==> src/rtl/pipelined_adder.sv <==
// Segmented, pipelined two's-complement adder/subtractor: one SEG_WIDTH-bit ripple
// segment per stage, inter-stage carry registered, valid/ready with a global stall.
module pipelined_adder #(
    parameter int WIDTH     = 16,
    parameter int SEG_WIDTH = 4
) (
    input  logic             Clk,
    input  logic             Reset,
    input  logic [WIDTH-1:0] A,
    input  logic [WIDTH-1:0] B,
    input  logic             Cin,
    input  logic             Sub,
    input  logic             in_valid,
    output logic             in_ready,
    output logic [WIDTH-1:0] Sum,
    output logic             CO,
    output logic             OV,
    output logic             out_valid,
    input  logic             out_ready
);
    localparam int STAGES = (SEG_WIDTH >= 1 && WIDTH / SEG_WIDTH >= 1) ? WIDTH / SEG_WIDTH : 1;
    localparam int LAST   = STAGES - 1;

    if ((SEG_WIDTH < 1) || (SEG_WIDTH > WIDTH) || ((WIDTH % SEG_WIDTH) != 0)) begin : g_param_check
        $error("pipelined_adder: WIDTH must be a positive multiple of SEG_WIDTH");
    end

    function automatic logic [SEG_WIDTH:0] seg_add(
        input logic [SEG_WIDTH-1:0] x,
        input logic [SEG_WIDTH-1:0] y,
        input logic                 c
    );
        return {1'b0, x} + {1'b0, y} + {{SEG_WIDTH{1'b0}}, c};
    endfunction

    // Stage k register: r_x holds finished sums in segments 0..k and raw A above;
    // r_y holds the (possibly inverted) B operand; r_c is the carry out of segment k.
    logic [WIDTH-1:0] r_x   [STAGES];
    logic [WIDTH-1:0] r_y   [STAGES];
    logic             r_c   [STAGES];
    logic             r_vld [STAGES];
    logic             r_ov;

    logic [WIDTH-1:0]   w_xin  [STAGES];
    logic [WIDTH-1:0]   w_yin  [STAGES];
    logic               w_cin  [STAGES];
    logic [SEG_WIDTH:0] w_seg  [STAGES];
    logic [WIDTH-1:0]   w_xout [STAGES];
    logic               w_ov;
    logic               w_advance;

    assign w_advance = !r_vld[LAST] || out_ready;
    assign in_ready  = w_advance;

    always_comb begin
        w_xin[0] = A;
        w_yin[0] = Sub ? ~B : B;
        w_cin[0] = Sub | Cin;
        for (int k = 1; k < STAGES; k++) begin
            w_xin[k] = r_x[k-1];
            w_yin[k] = r_y[k-1];
            w_cin[k] = r_c[k-1];
        end
        for (int k = 0; k < STAGES; k++) begin
            w_seg[k]  = seg_add(w_xin[k][k*SEG_WIDTH +: SEG_WIDTH],
                                w_yin[k][k*SEG_WIDTH +: SEG_WIDTH], w_cin[k]);
            w_xout[k] = w_xin[k];
            w_xout[k][k*SEG_WIDTH +: SEG_WIDTH] = w_seg[k][SEG_WIDTH-1:0];
        end
    end

    // Carry into the MSB is recovered from the MSB's sum and operand bits.
    assign w_ov = w_xin[LAST][WIDTH-1] ^ w_yin[LAST][WIDTH-1]
                ^ w_seg[LAST][SEG_WIDTH-1] ^ w_seg[LAST][SEG_WIDTH];

    always_ff @(posedge Clk) begin
        if (Reset) begin
            for (int k = 0; k < STAGES; k++) begin
                r_vld[k] <= 1'b0;
            end
            r_x[LAST] <= '0;
            r_c[LAST] <= 1'b0;
            r_ov      <= 1'b0;
        end else if (w_advance) begin
            r_vld[0] <= in_valid;
            for (int k = 1; k < STAGES; k++) begin
                r_vld[k] <= r_vld[k-1];
            end
            for (int k = 0; k < STAGES; k++) begin
                r_x[k] <= w_xout[k];
                r_y[k] <= w_yin[k];
                r_c[k] <= w_seg[k][SEG_WIDTH];
            end
            r_ov <= w_ov;
        end
    end

    assign Sum       = r_x[LAST];
    assign CO        = r_c[LAST];
    assign OV        = r_ov;
    assign out_valid = r_vld[LAST];

endmodule

==> config.mk <==
export PLATFORM = sky130hd
export DESIGN_NAME = pipelined_adder
export DESIGN_NICKNAME = d
export VERILOG_FILES = /design/src/rtl/pipelined_adder.sv
export SDC_FILE = /design/constraint.sdc
export NUM_CORES = 1
export LEC_CHECK = 0
export CAP_MARGIN = 10
export CORE_UTILIZATION = 50
export DETAILED_ROUTE_END_ITERATION = 12
export PLACE_DENSITY = 0.85
export SETUP_SLACK_MARGIN = 0.02
export SLEW_MARGIN = 40
export SYNTH_ARGS = -nofsm -noshare
export SYNTH_HDL_FRONTEND = slang
export SYNTH_SLANG_ARGS = --single-unit
==> constraint.sdc <==
create_clock -name Clk -period 8 [get_ports Clk]
set_input_delay 2 -clock Clk [delete_from_list [all_inputs] [get_ports Clk]]
set_output_delay 2 -clock Clk [all_outputs]
set_load 0.05 [all_outputs]
==> results by group <==
Outcome
  – Status: completed

Clock network
  – Cts hold-fix bufs: 0
  – Reg clk slew, reported paths: 0.08 ns
  – Root Driver: clkbuf_8
  – CTS buffer count: 9
  – TritonCTS clock tree: built
  – TritonCTS Sinks: 97
  – Post-CTS Setup Bufs: 0
  – Clock Path Buffers: 2
  – CTS resizes: 0
  – CTS H-tree lvls: 3
  – Worst-skew pair later-pin latency: 0.34 ns

STA
  – Post-layout minimum cycle time: 5.41 ns
  – RSZ-0062 raised after global routing: false
  – Min Hold Slack: 0.416 ns
  – Clock skew: 0.00539 ns
  – Period utilization: about two thirds
  – # setup viols final: 0
  – Pins Over Slew Limit: 0
  – Slew Limit Headroom: a little under three fifths
  – Worst-Margin Slew: about 0.65 ns
  – Fmax: between 150 and 200 MHz
  – Setup TNS: 0 ns
  – Fin. Hold Viols: 0
  – Worst Setup Slack, final: 2.59 ns

Place
  – GPL Wtd Cong: 0.700
  – I/O Buffers: 57
  – Post-detail-place hpwl: approximately 3.3 mm
  – Placement Cell Area: 0.00450 mm2
  – Post-Place Cells: 365
  – Pre-CTS setup slack: 2.58 ns

Yosys
  – Ys Warns: 0
  – Ys async rst share: 0%
  – Xor and xnor area share after synthesis: 5.73%
  – Post-synth top cells: edfxtp_1 (96), inv_1 (18), xor2_1 (18)
  – Gate Count Post-Synth: 211
  – Post-synth EDFFs: 96
  – Sequential area share after synthesis: 76.0%
  – Netlist cell types: 24
  – Synthesized area per cell: 18.1 um2
  – Yosys reg bits: between 90 and 100
  – Largest family of logic cells by synthesized area: adder cells
  – Mux share of post-synthesis cell area: 0%
  – Most frequent cell after synthesis: edfxtp_1
  – Synth top area cells: edfxtp_1 (75%), fa_1 (4.2%), xor2_1 (4.1%)
  – Cell taking the most area after synthesis: edfxtp_1
  – Area share of and/or/nand/nor cells after synthesis: 5.54%
  – Top FF cell, synth: edfxtp_1
  – Cell Area, Synth: 0.00382 mm2
  – Compound-Gate Fraction of Synth Area: 2.33%
  – Yosys top cell area share: 75.5%
  – Adder-Cell Fraction of Synth Area: 8.12%
  – Synthesized Nets: between 200 and 300

Layout
  – Layout fillers: about 530
  – Fin nets: 335
  – Cell area after layout: 0.00468 mm2
  – N_diodes: 0
  – Area growth syn-to-layout: 22.6%
  – Final Core Density: 63.9%
  – Final std cells w/o fill: 381
  – Fraction of layout cells with a size suffix above 1: 8.51%

Job
  – Max_cap viols: 0

Floorplanning
  – Die H: 89.4 um
  – Initial core utilization: about 52%
  – Core area: 0.00733 mm2
  – Row cnt: 31
  – Die width: 89.4 um
  – Die area: 0.00799 mm2
  – Io pins: 58

GRT
  – Antenna violations before repair: 0
  – Global-route wire length before repair: around 7.3 mm
  – Vias in the first global route: 1,613
  – Total GRT Usage: 13.1%
  – Largest net degree at the start of global routing: 51
  – Congestion Overflow GR: 0

Critical path
  – Crit start category: input pin
  – Worst-path maximum fanout: 5
  – Worst EP required: 6.00 ns
  – WS Path Type: input pin to output port
  – CP Capture Type: output port
  – CP arrival: 3.41 ns

Drt
  – Iter 0 DRT Violations: 74
  – Via density: 4.60
  – Top Metal Used: met4
  – DR WL met3: about 200 um
  – Via count: 1,753
  – DRC viols: 0
  – Drt first pass iters: 4
  – Detail Route Antenna Nets: 0
  – Wl on met1: 2.01 mm
  – Wire per inst: 12.2 um
  – Wire length on met2: 2.30 mm
  – WL final: 4.65 mm

Power and ir drop
  – Maximum vdd drop: 0.000105 V
  – Leak pwr: 1.78 nW
  – Total power: 1.08 mW
  – PD cells: 230 mW/mm2

Min path
  – Worst Hold Class: flip-flop to flip-flop
==> critical path, stage by stage <==
cell and delay, ns:
clkdlybuf4s50_1 0.46, nand2b_4 0.15, clkdlybuf4s50_1 0.80
==> registers in the layout, indices dropped and copies added (netlist names) <==
signal	flops
r_vld	4
r_y	24
r_c	4
OV	1
r_x	64
==> layout make-up <==
cell class	count	area [um2]	area share (%)
multi-input combinational	93	830	17.7
timing repair buffer	58	573	12.2
inverter	18	68.8	1.47
sequential	97	2900	62.0
clock inverter	6	58.8	1.26
clock buffer	10	128	2.72
tap	99	124	2.64
==> cells by family (layout without fill, tap and decap cells) <==
family,after synthesis,count (layout)
xor gates and xnor gates,25,25
adders and majority gates,20,20
and+or+nand+nor,35,35
buffers and inverters,21,92
AOI/OAI and AO/OA,13,13
DFF,97,97
==> report_power, final <==
group	leakage [nW]	internal, mW	total (mW)	switching (mW)
combinational	0.704	0.0657	0.152	0.0863
clock	0.0897	0.142	0.295	0.152
sequential	0.986	0.617	0.629	0.0115
==> routing by layer <==
metal	vias to the layer above	track usage (%)
li1	874	-
met1	808	15.8
met2	59	20.7
met3	12	3.14
met4	0	9.38
met5	-	0
==> path summary, 6_finish.rpt <==
kind	start	end	slack (ns)	cells after the start
worst min-delay path	r_x[0][0]	r_x[1][0]	0.42	0
worst max-delay path	out_ready	in_ready	2.59	3
worst min register to register	r_x[0][0]	r_x[1][0]	0.42	0
worst max register to register	r_vld[0][3]	r_x[3][11]	5.82	5
==> layout by cell type, fill, tap and decap left out, types with 3 or more instances in the layout <==
cell / synthesis / final
fa_1: 8 / 8
nand2b_1: 3 / 3
nor2_1: 7 / 7
clkinv_2: 0 / 3
xor2_1: 18 / 18
edfxtp_1: 96 / 96
and2_1: 16 / 16
inv_1: 18 / 17
a21oi_1: 4 / 4
a21o_1: 5 / 5
clkdlybuf4s50_1: 0 / 56
clkbuf_8: 0 / 9
xnor2_1: 7 / 7
ha_1: 12 / 12
No activity file was read; power rests on OpenSTA's default activity.
